## config.mk

```make
export PLATFORM = sky130hd
export DESIGN_NAME = seq_pattern_tx
export DESIGN_NICKNAME = d
export VERILOG_FILES = /design/src/rtl/seq_pattern_tx.sv
export SDC_FILE = /design/constraint.sdc
export NUM_CORES = 1
export LEC_CHECK = 0
export CORE_ASPECT_RATIO = 1.25
export CORE_MARGIN = 8
export CORE_UTILIZATION = 40
export DETAILED_ROUTE_END_ITERATION = 8
export GPL_ROUTABILITY_DRIVEN = 0
export PLACE_DENSITY_LB_ADDON = 0.15
export SETUP_SLACK_MARGIN = 0.15
export SLEW_MARGIN = 25
export SYNTH_ARGS = -nofsm -noshare
export SYNTH_HDL_FRONTEND = slang
export SYNTH_SLANG_ARGS = --single-unit
```

## constraint.sdc

```tcl
create_clock -name clk -period 3.9 [get_ports clk]
set_input_delay 0.585 -clock clk [delete_from_list [all_inputs] [get_ports clk]]
set_output_delay 0.585 -clock clk [all_outputs]
set_load 0.005 [all_outputs]
```

## src/rtl/seq_pattern_tx.sv

```systemverilog
// Serial bit-pattern transmitter: takes a pattern word over valid/ready and shifts it out
// MSB-first on a single registered line, with optional repeats and idle gaps between them.
module seq_pattern_tx #(
  parameter int unsigned PATTERN_W  = 3,
  parameter int unsigned CNT_W      = 4,
  parameter int unsigned GAP_W      = 4,
  parameter logic        IDLE_LEVEL = 1'b0,
  parameter int unsigned LEN_W      = $clog2(PATTERN_W + 1)
) (
  input  logic                 clk,
  input  logic                 rst,
  input  logic                 in_valid,
  output logic                 in_ready,
  input  logic [PATTERN_W-1:0] in_pattern,
  input  logic [LEN_W-1:0]     in_len,
  input  logic [CNT_W-1:0]     in_repeat,
  input  logic [GAP_W-1:0]     in_gap,
  output logic                 out,
  output logic                 out_valid,
  output logic                 busy,
  output logic                 done
);

  localparam logic [1:0] StIdle  = 2'd0;
  localparam logic [1:0] StShift = 2'd1;
  localparam logic [1:0] StGap   = 2'd2;

  localparam logic [LEN_W-1:0] MaxLen = LEN_W'(PATTERN_W);

  logic [1:0]           state_q, state_d;
  logic [PATTERN_W-1:0] pat_q, pat_d;
  logic [LEN_W-1:0]     len_q, len_d;
  logic [GAP_W-1:0]     gap_q, gap_d;
  logic [LEN_W-1:0]     bit_idx_q, bit_idx_d;
  logic [CNT_W-1:0]     rep_cnt_q, rep_cnt_d;
  logic [GAP_W-1:0]     gap_cnt_q, gap_cnt_d;
  logic                 out_q, out_d;
  logic                 out_valid_q, out_valid_d;
  logic                 busy_q, busy_d;
  logic                 done_q, done_d;

  logic [LEN_W-1:0] len_eff;
  logic [LEN_W-1:0] first_idx;
  logic             reload;
  logic             finish;

  assign len_eff   = ((in_len == '0) || (in_len > MaxLen)) ? MaxLen : in_len;
  assign first_idx = len_eff - LEN_W'(1);
  assign in_ready  = (state_q == StIdle) && !rst;

  always_comb begin
    state_d     = state_q;
    pat_d       = pat_q;
    len_d       = len_q;
    gap_d       = gap_q;
    bit_idx_d   = bit_idx_q;
    rep_cnt_d   = rep_cnt_q;
    gap_cnt_d   = gap_cnt_q;
    out_d       = IDLE_LEVEL;
    out_valid_d = 1'b0;
    done_d      = 1'b0;
    reload      = 1'b0;
    finish      = 1'b0;

    case (state_q)
      StIdle: begin
        if (in_valid) begin
          // Shadow the request so input changes cannot disturb the frame in flight.
          pat_d       = in_pattern;
          len_d       = len_eff;
          gap_d       = in_gap;
          rep_cnt_d   = in_repeat;
          state_d     = StShift;
          bit_idx_d   = first_idx;
          out_d       = in_pattern[first_idx];
          out_valid_d = 1'b1;
        end
      end
      StShift: begin
        if (bit_idx_q != '0) begin
          bit_idx_d   = bit_idx_q - LEN_W'(1);
          out_d       = pat_q[bit_idx_d];
          out_valid_d = 1'b1;
        end else if (gap_q != '0) begin
          state_d   = StGap;
          gap_cnt_d = gap_q;
        end else if (rep_cnt_q != '0) begin
          reload = 1'b1;
        end else begin
          finish = 1'b1;
        end
      end
      StGap: begin
        // gap_cnt holds the idle cycles remaining, including the current one.
        if (gap_cnt_q > GAP_W'(1)) begin
          gap_cnt_d = gap_cnt_q - GAP_W'(1);
        end else begin
          gap_cnt_d = '0;
          if (rep_cnt_q != '0) reload = 1'b1;
          else                 finish = 1'b1;
        end
      end
      default: state_d = StIdle;
    endcase

    if (reload) begin
      state_d     = StShift;
      rep_cnt_d   = rep_cnt_q - CNT_W'(1);
      bit_idx_d   = len_q - LEN_W'(1);
      out_d       = pat_q[bit_idx_d];
      out_valid_d = 1'b1;
    end
    if (finish) begin
      state_d = StIdle;
      done_d  = 1'b1;
    end

    busy_d = (state_d != StIdle);
  end

  always_ff @(posedge clk) begin
    if (rst) begin
      state_q     <= StIdle;
      pat_q       <= '0;
      len_q       <= '0;
      gap_q       <= '0;
      bit_idx_q   <= '0;
      rep_cnt_q   <= '0;
      gap_cnt_q   <= '0;
      out_q       <= IDLE_LEVEL;
      out_valid_q <= 1'b0;
      busy_q      <= 1'b0;
      done_q      <= 1'b0;
    end else begin
      state_q     <= state_d;
      pat_q       <= pat_d;
      len_q       <= len_d;
      gap_q       <= gap_d;
      bit_idx_q   <= bit_idx_d;
      rep_cnt_q   <= rep_cnt_d;
      gap_cnt_q   <= gap_cnt_d;
      out_q       <= out_d;
      out_valid_q <= out_valid_d;
      busy_q      <= busy_d;
      done_q      <= done_d;
    end
  end

  assign out       = out_q;
  assign out_valid = out_valid_q;
  assign busy      = busy_q;
  assign done      = done_q;

endmodule

```

==> run_summary.xml, run 1 <==
<?xml version="1.0" encoding="UTF-8"?>
<metrics>
  <group name="routing">
    <metric name="drt_iter0_markers" unit="">47</metric>
    <metric name="drc" unit="">0</metric>
    <metric name="ant_nets" unit="">0</metric>
    <metric name="vias_per_cell" unit="">5.48</metric>
    <metric name="wl_per_cell" unit="um">13.3</metric>
    <metric name="wirelength" unit="mm">3.15</metric>
    <metric name="detailedRoute.firstPassIterationCount" unit="">4</metric>
    <metric name="detailed_route_via_count" unit="">1298</metric>
  </group>
  <group name="critical_path">
    <metric name="critical_path.endpoint_type" unit="">output port</metric>
    <metric name="worstPathMaxFanout" unit="">26</metric>
    <metric name="crit_path_frequent_cell" unit="">clkdlybuf4s50_1</metric>
    <metric name="critical_path.startpoint" unit="">rst</metric>
    <metric name="r2r_startpoint" unit="">gap_cnt_q[0]$_SDFFE_PP0P_</metric>
    <metric name="start_kind" unit="">primary input</metric>
    <metric name="critPathSlowestCell" unit="">clkdlybuf4s50_1</metric>
    <metric name="timing.critical_path.cells" unit="">clkdlybuf4s50_1, buf_4, nor2b_1, clkdlybuf4s50_1</metric>
    <metric name="required" unit="ns">3.31</metric>
    <metric name="cpPeakStageDelay" unit="ns">0.46</metric>
    <metric name="reg2reg_slack" unit="ns">1.95</metric>
    <metric name="worst-endpoint-arrival" unit="ns">1.89</metric>
    <metric name="crit_type" unit="">in -&gt; out</metric>
  </group>
  <group name="yosys">
    <metric name="yosysMostFrequentCell" unit="">dfxtp_1</metric>
    <metric name="synthFlopType" unit="">dfxtp_1</metric>
    <metric name="synth_nets" unit="">206</metric>
    <metric name="synthDominantAreaCellType" unit="">dfxtp_1</metric>
    <metric name="synth.avg_cell_area" unit="um2">8.26</metric>
    <metric name="synth_enable_flop_cells" unit="">0</metric>
    <metric name="synthCells" unit="">180</metric>
    <metric name="synthesis.yosys.warnings" unit="">0</metric>
    <metric name="syn_area" unit="um2">1490</metric>
    <metric name="synth.area.top_cells" unit="">dfxtp_1 (34%), ha_1 (8.4%), a21oi_1 (7.1%), nand2_1 (5.6%), nor2_1 (4.0%)</metric>
    <metric name="yosys-top-cells-count" unit="">dfxtp_1 (25), nand2_1 (22), a21oi_1 (21)</metric>
    <metric name="ys_async_sr_fraction" unit="%">0</metric>
    <metric name="ys_seq_elements" unit="">25</metric>
    <metric name="ys_seq_area_share" unit="%">33.6</metric>
    <metric name="synth_top_area_share" unit="%">33.6</metric>
    <metric name="synth_cell_types" unit="">47</metric>
  </group>
  <group name="timing">
    <metric name="max_slew_margin" unit="%">58.7</metric>
    <metric name="rsz0062_at_grt" unit="">false</metric>
    <metric name="max_freq" unit="MHz">405</metric>
    <metric name="hold_viol_final" unit="">0</metric>
    <metric name="worst-slew-pin-transition" unit="ns">0.619</metric>
    <metric name="clock_skew" unit="ns">0.00322</metric>
    <metric name="post-route-min-period" unit="ns">2.47</metric>
    <metric name="finalSetupViolCount" unit="">0</metric>
    <metric name="setup_tns" unit="ns">0</metric>
    <metric name="min_period_over_period" unit="%">63.3</metric>
    <metric name="timing_max_transition_violations_final" unit="">0</metric>
  </group>
  <group name="clocking">
    <metric name="cts.path.max_buffers" unit="">2</metric>
    <metric name="ctsHoldBuffers" unit="">0</metric>
    <metric name="cts.sink_count" unit="">25</metric>
    <metric name="root_buffer" unit="">clkbuf_8</metric>
    <metric name="postCtsSetupRepairBufs" unit="">0</metric>
    <metric name="worst_skew_pair.late_latency" unit="ns">0.27</metric>
    <metric name="cts-resized-gates" unit="">0</metric>
    <metric name="cts_tree" unit="">yes</metric>
    <metric name="tritoncts.num_buffers" unit="">3</metric>
    <metric name="h-tree-depth" unit="">1</metric>
    <metric name="clkTransAtPathRegs" unit="ns">0.08</metric>
  </group>
  <group name="grt">
    <metric name="largest_net_degree_at_the_start_of_global_routing" unit="">27</metric>
    <metric name="first_global_vias" unit="">1360</metric>
    <metric name="gr-total-overflow" unit="">0</metric>
    <metric name="grt_pass1_wl" unit="mm">5.75</metric>
    <metric name="grt_usage" unit="%">11.4</metric>
    <metric name="grt_antenna_before_repair" unit="">0</metric>
  </group>
  <group name="run_status">
    <metric name="run_status" unit="">finished, final reports clean</metric>
  </group>
  <group name="floorplan">
    <metric name="core.rowCount" unit="">25</metric>
    <metric name="die_area" unit="um2">5940</metric>
    <metric name="chipWidth" unit="um">70.5</metric>
    <metric name="die_y" unit="um">84.2</metric>
    <metric name="floorplan.initialDensity" unit="%">40.6</metric>
    <metric name="core_footprint" unit="um2">3660</metric>
    <metric name="floorplan.io_pins" unit="">21</metric>
  </group>
  <group name="min_path">
    <metric name="hold_path.startpoint" unit="">pat_q[2]$_SDFFE_PP0P_</metric>
    <metric name="min_path_type" unit="">reg -&gt; reg</metric>
  </group>
  <group name="final_layout">
    <metric name="nNetsFinal" unit="">224</metric>
    <metric name="syn2layout_area_growth" unit="%">17.2</metric>
    <metric name="post_route_cells_drive_above_1_share" unit="%">10.2</metric>
    <metric name="fillCellCount" unit="">380</metric>
    <metric name="finish.cell_count_without_fillers" unit="">237</metric>
    <metric name="antenna_cells" unit="">0</metric>
  </group>
  <group name="placement">
    <metric name="place.port_buffers" unit="">20</metric>
    <metric name="dp_hpwl" unit="mm">2.40</metric>
    <metric name="post-place-cells" unit="">233</metric>
  </group>
  <group name="power_and_ir_drop">
    <metric name="power_density" unit="nW/um2">618</metric>
    <metric name="standby_leakage_power" unit="nW">0.636</metric>
    <metric name="worst_ir_drop_vdd" unit="mV">0.322</metric>
  </group>
  <group name="run">
    <metric name="cap_violations" unit="">0</metric>
  </group>
</metrics>
## sequential cells by signal, summed over array words and instances (netlist names)
| name | cells |
|---|---|
| gap_cnt_q | 4 |
| bit_idx_q | 2 |
| out_valid | 1 |
| busy | 1 |
| gap_q | 4 |
| pat_q | 3 |
| state_q | 2 |
| rep_cnt_q | 4 |
| len_q | 2 |
| out | 1 |
| done | 1 |
## metrics by stage
stage | area [um2] | hold WS, ns | utilization [%] | worst slack, ns | power, mW
2_1_floorplan | 1490 | 0.446 | - | 2.23 | 0.815
3_3_place_gp | 1700 | 0.466 | 46.4 | 1.44 | 0.925
3_5_place_dp | 1700 | 0.465 | 46.4 | 1.41 | 0.939
4_1_cts | 1740 | 0.478 | 47.6 | 1.42 | 1.10
5_1_grt | 1740 | 0.514 | 47.6 | 1.36 | 1.18
6_report | 1740 | 0.477 | 47.6 | 1.43 | 1.08
## cells by family after synthesis
family	Yosys count	synth area share (%)
and+or+nand+nor	61	21.4
buffers and inverters	23	7.06
xor gates and xnor gates	3	1.77
muxes	4	3.03
DFF	25	33.6
adders and majority gates	10	8.41
AOI/OAI and AO/OA	54	24.7
## per-layer routing
metal,share of wire [%],global-route usage (%)
met5,0,0
met4,1.5,4.49
met3,1.8,2.00
met2,55,21.6
met1,42,11.7
## area by class of cell
type	instances	area [um2]	share of cell area (%)
inverters	15	56.3	3.23
well taps	40	50.0	2.87
flip-flops and latches	25	500	28.7
clock inverters	1	5.00	0.287
repair buffers	21	208	11.9
clock buffers	3	41.3	2.37
multi-input cells	132	882	50.6
## worst paths after layout
kind | to | depth (start not counted)
worst max-delay path | in_ready | 4
worst min-delay path | pat_q[2]$_SDFFE_PP0P_ | 2
worst max register to register | rep_cnt_q[0]$_SDFFE_PP0P_ | 7
worst min register to register | pat_q[2]$_SDFFE_PP0P_ | 2
## critical path, delay by kind of cell
family                 cells  cell delay, ns
buffers and inverters      3            1.21
AND/OR/NAND/NOR            1            0.09
## power by group
part | switching, mW | leakage (nW) | internal (mW)
Sequential | 0.0613 | 0.205 | 0.322
Combinational | 0.296 | 0.406 | 0.248
Clock | 0.0793 | 0.0255 | 0.0714
Total | 0.436 | 0.636 | 0.642
## cells in the final DEF (no fill, tap or decap), types with 3 or more instances in the layout
master	n
a21oi_1	21
and2_1	3
a211oi_1	6
dfxtp_1	25
nor2_1	16
inv_1	15
nand3_1	3
clkdlybuf4s50_1	20
clkbuf_8	3
nand2_1	22
ha_1	10
nor3_1	3
o21ai_0	8
No activity file was read; power rests on OpenSTA's default activity.
==> run 2, diff against run 1 <==
==> constraint.sdc (replaced) <==
create_clock -name clk -period 2 [get_ports clk]
set_input_delay 0.3 -clock clk [delete_from_list [all_inputs] [get_ports clk]]
set_output_delay 0.3 -clock clk [all_outputs]
set_load 0.005 [all_outputs]
==> run_summary.xml, run 2 (same netlist as run 1, synthesis figures left out) <==
<?xml version="1.0" encoding="UTF-8"?>
<metrics>
  <group name="clocking">
    <metric name="clkTransAtPathRegs" unit="ns">0.10</metric>
    <metric name="tritoncts.num_buffers" unit="">3</metric>
    <metric name="root_buffer" unit="">clkbuf_8</metric>
    <metric name="cts_tree" unit="">yes</metric>
    <metric name="cts.path.max_buffers" unit="">2</metric>
    <metric name="h-tree-depth" unit="">1</metric>
    <metric name="cts.sink_count" unit="">25</metric>
    <metric name="ctsHoldBuffers" unit="">0</metric>
    <metric name="worst_skew_pair.late_latency" unit="ns">0.27</metric>
  </group>
  <group name="grt">
    <metric name="largest_net_degree_at_the_start_of_global_routing" unit="">26</metric>
    <metric name="grt_usage" unit="%">12.0</metric>
    <metric name="gr-total-overflow" unit="">0</metric>
    <metric name="grt_pass1_wl" unit="mm">6.08</metric>
    <metric name="first_global_vias" unit="">1421</metric>
    <metric name="grt_antenna_before_repair" unit="">0</metric>
  </group>
  <group name="timing">
    <metric name="timing_max_transition_violations_final" unit="">0</metric>
    <metric name="post-route-min-period" unit="ns">1.76</metric>
    <metric name="finalSetupViolCount" unit="">0</metric>
    <metric name="max_freq" unit="MHz">568</metric>
    <metric name="setup_tns" unit="ns">0</metric>
    <metric name="worst-slew-pin-transition" unit="ns">0.539</metric>
    <metric name="clock_skew" unit="ns">0.00934</metric>
    <metric name="hold_viol_final" unit="">0</metric>
    <metric name="rsz0062_at_grt" unit="">false</metric>
    <metric name="max_slew_margin" unit="%">63.7</metric>
    <metric name="min_period_over_period" unit="%">88.0</metric>
  </group>
  <group name="min_path">
    <metric name="min_path_type" unit="">reg -&gt; reg</metric>
  </group>
  <group name="run_status">
    <metric name="run_status" unit="">finished, final reports clean</metric>
  </group>
  <group name="critical_path">
    <metric name="worstReg2RegEnd" unit="">bit_idx_q[0]$_SDFFE_PP0P_</metric>
    <metric name="required" unit="ns">2.16</metric>
    <metric name="worst-endpoint-arrival" unit="ns">1.92</metric>
    <metric name="reg2reg_slack" unit="ns">0.24</metric>
    <metric name="crit_type" unit="">reg -&gt; reg</metric>
    <metric name="worstPathMaxFanout" unit="">6</metric>
    <metric name="critical_path.endpoint_type" unit="">flip-flop</metric>
    <metric name="critical_path.startpoint" unit="">gap_cnt_q[0]$_SDFFE_PP0P_</metric>
    <metric name="setup.worst_path.end" unit="">bit_idx_q[0]$_SDFFE_PP0P_</metric>
    <metric name="start_kind" unit="">flip-flop</metric>
    <metric name="worstRegToRegCells" unit="">8</metric>
    <metric name="r2r_startpoint" unit="">gap_cnt_q[0]$_SDFFE_PP0P_</metric>
  </group>
  <group name="power_and_ir_drop">
    <metric name="power.switching_fraction" unit="%">40.1</metric>
    <metric name="total_power" unit="mW">2.47</metric>
    <metric name="worst_ir_drop_vdd" unit="mV">0.840</metric>
    <metric name="pwr-share-seq" unit="%">31.0</metric>
    <metric name="clk_network_pwr_share" unit="%">12.6</metric>
    <metric name="standby_leakage_power" unit="nW">0.737</metric>
    <metric name="internal_power" unit="mW">1.48</metric>
    <metric name="power_density" unit="nW/um2">1260</metric>
    <metric name="switchingPower" unit="mW">0.991</metric>
    <metric name="combPwrFrac" unit="%">56.5</metric>
  </group>
  <group name="routing">
    <metric name="detailedRoute.firstPassIterationCount" unit="">4</metric>
    <metric name="vias_per_cell" unit="">5.39</metric>
    <metric name="drc" unit="">0</metric>
    <metric name="wl_per_cell" unit="um">14.1</metric>
    <metric name="wirelength" unit="mm">3.58</metric>
    <metric name="drt_iter0_markers" unit="">63</metric>
    <metric name="detailed_route_via_count" unit="">1369</metric>
    <metric name="ant_nets" unit="">0</metric>
  </group>
  <group name="final_layout">
    <metric name="layout_common_cells" unit="">nand2_1 (22), dfxtp_1 (21), a21oi_1 (20)</metric>
    <metric name="fillCellCount" unit="">356</metric>
    <metric name="syn2layout_area_growth" unit="%">31.9</metric>
    <metric name="nNetsFinal" unit="">241</metric>
    <metric name="most_common_cell_after_layout_fill_and_taps_aside" unit="">nand2_1</metric>
    <metric name="antenna_cells" unit="">0</metric>
    <metric name="multiInputGateArea" unit="um2">943</metric>
    <metric name="post_route_cells_drive_above_1_share" unit="%">24.8</metric>
    <metric name="register_area" unit="um2">508</metric>
    <metric name="largest_registers" unit="">gap_cnt_q x4, gap_q x4, rep_cnt_q x4</metric>
  </group>
  <group name="placement">
    <metric name="place.port_buffers" unit="">20</metric>
    <metric name="dp_hpwl" unit="mm">2.61</metric>
  </group>
  <group name="floorplan">
    <metric name="die_area" unit="um2">5940</metric>
    <metric name="core_footprint" unit="um2">3660</metric>
    <metric name="floorplan.initialDensity" unit="%">40.6</metric>
    <metric name="floorplan.io_pins" unit="">21</metric>
    <metric name="core.rowCount" unit="">25</metric>
    <metric name="die_y" unit="um">84.2</metric>
    <metric name="chipWidth" unit="um">70.5</metric>
  </group>
  <group name="run">
    <metric name="cap_violations" unit="">0</metric>
  </group>
</metrics>
[run 2: critical path, stage by stage (launching register included)]
cell,delay (ns)
dfxtp_4,0.37
inv_1,0.04
ha_2,0.17
or2_4,0.23
a32o_2,0.32
nand3_4,0.16
buf_12,0.12
and4_1,0.18
nor3_2,0.05
[run 2: power by group through the flow]
stage	sequential (mW)	combinational, mW	clock (mW)
3_5_place_dp	0.764	1.13	0
3_3_place_gp	0.756	1.10	0
4_1_cts	0.757	1.20	0.319
2_1_floorplan	0.733	0.856	0
6_report	0.765	1.39	0.311
5_1_grt	0.783	1.56	0.337
[run 2: metal layers]
metal / global-route usage [%] / part of all wire (%) / vias up / routed length (um)
met1: 13.1 / 44 / 637 / 1570
met5: 0 / 0 / - / 0
met2: 22.1 / 52 / 22 / 1850
li1: - / - / 705 / -
met4: 4.13 / 1.2 / 0 / 42
met3: 2.59 / 3.3 / 5 / 117
[run 2: how the worst min path moves through the flow]
stage | from | end | slack [ns] | depth (start not counted)
2_1_floorplan | in_pattern[0] | pat_q[0]$_SDFFE_PP0P_ | 0.44 | 2
3_3_place_gp | pat_q[2]$_SDFFE_PP0P_ | pat_q[2]$_SDFFE_PP0P_ | 0.47 | 2
3_5_place_dp | pat_q[2]$_SDFFE_PP0P_ | pat_q[2]$_SDFFE_PP0P_ | 0.47 | 2
4_1_cts | pat_q[2]$_SDFFE_PP0P_ | pat_q[2]$_SDFFE_PP0P_ | 0.49 | 2
5_1_grt | pat_q[1]$_SDFFE_PP0P_ | pat_q[1]$_SDFFE_PP0P_ | 0.52 | 2
6_report | pat_q[2]$_SDFFE_PP0P_ | pat_q[2]$_SDFFE_PP0P_ | 0.49 | 2
[run 2: what timing repair did]
| item | in CTS | in global routing |
|---|---|---|
| endpoints found under the setup margin | 6 | 14 |
| pin swaps | 1 | 4 |
| buffers inserted | 3 | 9 |
| cloned | 0 | 1 |
| gates resized for setup | 6 | 14 |
[run 2: stage by stage]
stage	util [%]	std cells	hold WS [ns]	setup WS (ns)	instance area [um2]
after floorplan	-	180	0.436	0.328	1490
after CTS	49.9	244	0.489	0.112	1830
after global routing	53.6	254	0.516	0.165	1960
after detailed placement	47.2	237	0.474	0.0536	1730
final	53.6	254	0.486	0.240	1960
after global placement	47.2	237	0.467	0.141	1730
[run 2: cell type report]
cell class | count | area share (%)
multi-input combinational | 133 | 48.1
sequential | 25 | 25.9
timing repair buffer | 37 | 18.1
inverter | 15 | 2.87
tap | 40 | 2.55
clock buffer | 3 | 2.10
clock inverter | 1 | 0.383
==> run 3, diff against run 2 <==
==> constraint.sdc (replaced) <==
create_clock -name clk -period 1.8 [get_ports clk]
set_input_delay 0.27 -clock clk [delete_from_list [all_inputs] [get_ports clk]]
set_output_delay 0.27 -clock clk [all_outputs]
set_load 0.005 [all_outputs]
==> run_summary.xml, run 3 (same netlist as run 1, synthesis figures left out) <==
<?xml version="1.0" encoding="UTF-8"?>
<metrics>
  <group name="clocking">
    <metric name="root_buffer" unit="">clkbuf_8</metric>
    <metric name="worst_skew_pair.late_latency" unit="ns">0.28</metric>
    <metric name="ctsHoldBuffers" unit="">0</metric>
    <metric name="clkTransAtPathRegs" unit="ns">0.09</metric>
    <metric name="cts_tree" unit="">yes</metric>
    <metric name="h-tree-depth" unit="">1</metric>
    <metric name="cts.sink_count" unit="">25</metric>
    <metric name="tritoncts.num_buffers" unit="">3</metric>
    <metric name="cts.path.max_buffers" unit="">2</metric>
  </group>
  <group name="timing">
    <metric name="worst-slew-pin-transition" unit="ns">0.343</metric>
    <metric name="min_period_over_period" unit="%">94.9</metric>
    <metric name="rsz0062_at_grt" unit="">true</metric>
    <metric name="hold_viol_final" unit="">0</metric>
    <metric name="timing_max_transition_violations_final" unit="">0</metric>
    <metric name="clock_skew" unit="ns">0.00924</metric>
    <metric name="fin_worst_hold_slack" unit="ns">0.474</metric>
    <metric name="max_freq" unit="MHz">585</metric>
    <metric name="post-route-min-period" unit="ns">1.71</metric>
    <metric name="finalSetupViolCount" unit="">0</metric>
    <metric name="worst_slack" unit="ns">0.0912</metric>
    <metric name="max_slew_margin" unit="%">77.1</metric>
  </group>
  <group name="power_and_ir_drop">
    <metric name="worst_ir_drop_vdd" unit="mV">0.866</metric>
    <metric name="power_density" unit="nW/um2">1410</metric>
    <metric name="standby_leakage_power" unit="nW">0.757</metric>
  </group>
  <group name="critical_path">
    <metric name="critical_path.startpoint" unit="">gap_cnt_q[0]$_SDFFE_PP0P_</metric>
    <metric name="worst-endpoint-arrival" unit="ns">1.87</metric>
    <metric name="r2r_startpoint" unit="">gap_cnt_q[0]$_SDFFE_PP0P_</metric>
    <metric name="cpPeakStageDelay" unit="ns">0.39</metric>
    <metric name="start_kind" unit="">flip-flop</metric>
    <metric name="buffer_and_inverter_count_on_the_worst_path" unit="">2</metric>
    <metric name="worstRegToRegCells" unit="">8</metric>
    <metric name="worst_path_dominant_cell_family" unit="">compound AO/OA/AOI/OAI gates</metric>
    <metric name="setup.worst_path.end" unit="">rep_cnt_q[2]$_SDFFE_PP0P_</metric>
    <metric name="timing.critical_path.cells" unit="">inv_4, ha_4, or2_1, a32o_2, nand3_4, buf_6, o2bb2ai_4, a21oi_2</metric>
    <metric name="worstReg2RegEnd" unit="">rep_cnt_q[2]$_SDFFE_PP0P_</metric>
    <metric name="timing.critical_path.depth" unit="">8</metric>
    <metric name="critPathSlowestCell" unit="">dfxtp_4</metric>
    <metric name="required" unit="ns">1.96</metric>
    <metric name="crit_type" unit="">reg -&gt; reg</metric>
    <metric name="critical_path.endpoint_type" unit="">flip-flop</metric>
    <metric name="worstPathMaxFanout" unit="">6</metric>
    <metric name="reg2reg_slack" unit="ns">0.09</metric>
  </group>
  <group name="grt">
    <metric name="largest_net_degree_at_the_start_of_global_routing" unit="">26</metric>
    <metric name="grt_antenna_before_repair" unit="">0</metric>
    <metric name="grt_usage" unit="%">12.7</metric>
    <metric name="gr-total-overflow" unit="">0</metric>
    <metric name="groute.layer.met1.usage" unit="%">14.3</metric>
    <metric name="gr-usage-met2" unit="%">23.1</metric>
    <metric name="first_global_vias" unit="">1443</metric>
    <metric name="global_route.usage.met3" unit="%">1.89</metric>
    <metric name="grt_pass1_wl" unit="mm">6.33</metric>
    <metric name="most_crowded_layer_after_global_routing" unit="">met2</metric>
  </group>
  <group name="final_layout">
    <metric name="final_core_utilization" unit="%">56.5</metric>
    <metric name="antenna_cells" unit="">0</metric>
    <metric name="nNetsFinal" unit="">245</metric>
    <metric name="post_route_cells_drive_above_1_share" unit="%">32.6</metric>
    <metric name="layout_common_cells" unit="">nand2_1 (21), a21oi_1 (20), clkdlybuf4s50_1 (19)</metric>
    <metric name="largest_registers" unit="">gap_cnt_q x4, gap_q x4, rep_cnt_q x4</metric>
    <metric name="syn2layout_area_growth" unit="%">39.1</metric>
    <metric name="most_common_cell_after_layout_fill_and_taps_aside" unit="">nand2_1</metric>
  </group>
  <group name="floorplan">
    <metric name="die_y" unit="um">84.2</metric>
    <metric name="core.rowCount" unit="">25</metric>
    <metric name="floorplan.io_pins" unit="">21</metric>
    <metric name="die_area" unit="um2">5940</metric>
    <metric name="core_footprint" unit="um2">3660</metric>
    <metric name="floorplan.initialDensity" unit="%">40.6</metric>
    <metric name="chipWidth" unit="um">70.5</metric>
  </group>
  <group name="routing">
    <metric name="ant_nets" unit="">0</metric>
    <metric name="drt_iter0_markers" unit="">64</metric>
    <metric name="wl_per_cell" unit="um">14.7</metric>
    <metric name="wirelength" unit="mm">3.78</metric>
    <metric name="detailed_route_via_count" unit="">1398</metric>
    <metric name="vias_per_cell" unit="">5.42</metric>
    <metric name="drc" unit="">0</metric>
    <metric name="detailedRoute.firstPassIterationCount" unit="">4</metric>
  </group>
  <group name="run">
    <metric name="cap_violations" unit="">0</metric>
  </group>
  <group name="placement">
    <metric name="post-place-ws" unit="ns">-0.00566</metric>
    <metric name="dp_hpwl" unit="mm">2.58</metric>
    <metric name="place.port_buffers" unit="">20</metric>
  </group>
  <group name="min_path">
    <metric name="min_path_type" unit="">reg -&gt; reg</metric>
    <metric name="worst_hold_path.num_cells" unit="">1</metric>
  </group>
  <group name="run_status">
    <metric name="run_status" unit="">finished, final reports clean</metric>
  </group>
</metrics>
## run 3: changes by cell type in the layout (fill, tap and decap cells not counted), sizes merged
cell / before / now
dlygate4sd2: 0 / 1
dlymetal6s2s: 1 / 0
buf: 17 / 21
## run 3: how the worst min path moves through the flow
stage                                          from                   endpoint  slack [ns]
after floorplan                       in_pattern[0]      pat_q[0]$_SDFFE_PP0P_        0.41
after global placement        pat_q[2]$_SDFFE_PP0P_      pat_q[2]$_SDFFE_PP0P_        0.46
after detailed placement      pat_q[2]$_SDFFE_PP0P_      pat_q[2]$_SDFFE_PP0P_        0.47
after CTS                 rep_cnt_q[0]$_SDFFE_PP0P_  rep_cnt_q[0]$_SDFFE_PP0P_        0.48
after global routing      rep_cnt_q[0]$_SDFFE_PP0P_  rep_cnt_q[0]$_SDFFE_PP0P_        0.49
final                     rep_cnt_q[0]$_SDFFE_PP0P_  rep_cnt_q[0]$_SDFFE_PP0P_        0.47
## run 3: metal layers
metal / wire, um / vias up
li1: - / 709
met1: 1650 / 667
met2: 2020 / 17
met4: 54 / 0
met5: 0 / -
met3: 63 / 5
## run 3: power by group
group / switching, mW / internal [mW] / leakage [nW]
Clock: 0.187 / 0.157 / 0.0217
Sequential: 0.167 / 0.719 / 0.210
Combinational: 0.829 / 0.854 / 0.525
## run 3: area by class of cell
cell class              instances  area [um2]
flip-flops and latches         25         518
well taps                      40        50.0
repair buffers                 41         368
inverters                      15        63.8
fillers                       335        1590
clock buffers                   3        41.3
clock inverters                 1        7.51
multi-input cells             133        1020
## run 3: through the flow
| step | std cells | setup TNS, ns | total power [mW] | instance area (um2) |
|---|---|---|---|---|
| floorplan | 180 | 0 | 1.77 | 1490 |
| global placement | 246 | 0 | 2.17 | 1800 |
| detailed placement | 246 | -0.00808 | 2.20 | 1800 |
| CTS | 257 | 0 | 2.71 | 1940 |
| global route | 258 | 0 | 3.13 | 2070 |
| finish | 258 | 0 | 2.91 | 2070 |
## run 3: repair_timing
action | CTS | global route
gates resized for setup | 18 | 28
hold endpoints to repair | 0 | 0
pin swaps | 5 | 14
buffers inserted | 6 | 1
endpoints found under the setup margin | 12 | 12
cloned | 1 | 0
==> edit (flow settings as in run 2) <==
The parameter `GAP_W` goes from 4 to 3.
--- a/src/rtl/seq_pattern_tx.sv
+++ b/src/rtl/seq_pattern_tx.sv
@@ -3,7 +3,7 @@
 module seq_pattern_tx #(
   parameter int unsigned PATTERN_W  = 3,
   parameter int unsigned CNT_W      = 4,
-  parameter int unsigned GAP_W      = 4,
+  parameter int unsigned GAP_W      = 3,
   parameter logic        IDLE_LEVEL = 1'b0,
   parameter int unsigned LEN_W      = $clog2(PATTERN_W + 1)
 ) (
Ports: changed (resized in_gap); port bits go from 21 to 20. No check against the original RTL was run, so the function may have changed too.
==> edit against run 2 <==
  * Wire length fell by 6.8%
  * Power fell by 18%
  * Worst setup slack got worse by 23 ps
  * Core utilization rose by 1.1 points
  * Area after synthesis fell by 11%
  * Design area fell by 11%
  * Maximum frequency fell by 1.3%
  * Sequential cell count fell by 2
  * Non-clock buffer count fell by 5
  * Critical path type is now flip-flop to output pin
==> edit: results (changes against run 2) <==
Placed cells: 223 (was 237)
Switching power: 0.8056 mW (was 0.9906 mW)
Via-to-Cell Ratio: 5.638 (was 5.390)
Worst Clk Skew: 3.351 ps (was 9.337 ps)
Post-Syn Nets: 190 (was 206)
Top reg by flops: rep_cnt_q
CTS Root Buffer Type: clkbuf_8 (unchanged)
Synth top area cells: dfxtp_1, ha_1, a21oi_1 (unchanged)
Status: complete, no violations (unchanged)
Pwr/cell area: 1161 nW/um^2 (was 1259 nW/um^2)
Htree depth: 1 (unchanged)
Post-placement cell area: 1603 um^2 (was 1727 um^2)
Worst skew pair latency: 260 ps
Antenna Cells: 0 (unchanged)
Wire per inst: 14.37 um (was 14.08 um)
Crit Path Max Fanout: 4 (was 6)
Leading area contributor after synthesis: dfxtp_1 (unchanged)
Dpl hpwl: 2393 um (was 2611 um)
GRT met3 Usage: 0.02364 (was 0.02594)
Port Buffers: 19 (was 20)
Grt met2 use: 0.2127 (was 0.2211)
CTS buffer count: 3 (unchanged)
Avg Cell Area, Syn: 8.046 um^2 (was 8.265 um^2)
DR pass1 iterations: 4 (unchanged)
CP max stage delay: 510 ps (was 370 ps)
Number of global-route vias before repair: 1219 (was 1421)
Leakage: 0.6481 nW (was 0.7369 nW)
First-pass GRT wire length: 5375 um (was 6078 um)
Post-synth ARST share: 0 (unchanged)
Layout cell share with drive strength beyond 1: 0.1692 (was 0.2477)
Commonest cells in the netlist: dfxtp_1, nand2_1, a21oi_1, inv_1, nor2_1 (was dfxtp_1, nand2_1, a21oi_1, nor2_1, inv_1)
Max rail drop VDD: 0.6533 mV (was 0.8399 mV)
GRT Total Usage: 0.1244 (was 0.1203)
Netlist cell types: 40 (was 47)
Post-synthesis sequential area ratio: 0.3468 (was 0.3364)
Initial antenna violation count: 0 (unchanged)
Yosys warning count: 0 (unchanged)
Routed WL: 3334 um (was 3577 um)
Met1 Usage GRT: 0.1462 (was 0.1306)
Critical-path top delay cell: clkdlybuf4s50_1 (was dfxtp_4)
Clock buffer depth: 2 (unchanged)
Max FFs per register: 4
Reg clk slew, reported paths: 80 ps (was 100 ps)
Classification of the worst-slack hold path: flip-flop to flip-flop (unchanged)
Worst-margin pin slew: 414.8 ps (was 538.8 ps)
Initial drt markers: 33 (was 63)
Pin count of the biggest net entering global routing: 24 (was 26)
-- edit: cell types whose count changed after synthesis, sizes merged, moves of 2 or more --
cell / change
a21oi: -6
buf: -3
nor2: -4
clkbuf: +2
dfxtp: -2
-- edit: power by group through the flow --
stage	Clock [mW]	Sequential (mW)	Combinational (mW)
after floorplan	0	0.674	0.626
after global placement	0	0.694	0.882
after detailed placement	0	0.700	0.904
after CTS	0.293	0.689	0.944
after global routing	0.313	0.719	1.15
final	0.287	0.701	1.04
-- edit: final cells by class --
cell class	count	area [um^2]
fillers	296	1446
clock buffers	4	45.04
well taps	37	46.29
flip-flops and latches	23	464.2
repair buffers	32	287.8
inverters	14	52.55
multi-input cells	122	852.1
-- edit: logic make-up (layout without fill, tap and decap cells) --
logic type	count (synthesis)	in the layout	share of synthesized area
simple gates	56	56	0.2045
compound gates	49	50	0.2498
flops	23	23	0.3468
buf+inv	21	50	0.06126
fa+ha+maj	10	10	0.09425
mux	4	4	0.03016
xor+xnor	2	2	0.01320
-- edit: worst max-delay path, delay by kind of cell (launching register included) --
family	cells	cell delay, ps
flops	1	350
buf+inv	2	600
fa+ha+maj	1	150
simple gates	1	130
-- edit: metrics by stage --
stage	hold WS, ps	setup slack, ps
3_5_place_dp	470.9	80.59
6_report	478.5	217.3
3_3_place_gp	459.3	158.1
4_1_cts	483.3	97.45
5_1_grt	499.8	129.2
2_1_floorplan	366.2	360.1
-- edit: final timing paths --
kind | start | cells past startpoint | to | slack, ps
max reg2reg | state_q[0] | 8 | rep_cnt_q[3] | 230
min | pat_q[0] | 2 | pat_q[0] | 480
max | state_q[0] | 4 | in_ready | 220
min reg2reg | pat_q[0] | 2 | pat_q[0] | 480
-- edit: timing repair --
action                     4_1_cts  5_1_grt
gates cloned                     0        1
setup endpoints to repair        4       11
pin swaps                        0        5
buffers inserted                 0        4
gates resized for setup          3       13
-- edit: metal layers --
layer / routed length, um / vias to the layer above
met4: 57 / 0
met2: 1718 / 25
met3: 141 / 6
met1: 1417 / 631
met5: 0 / -
li1: - / 646
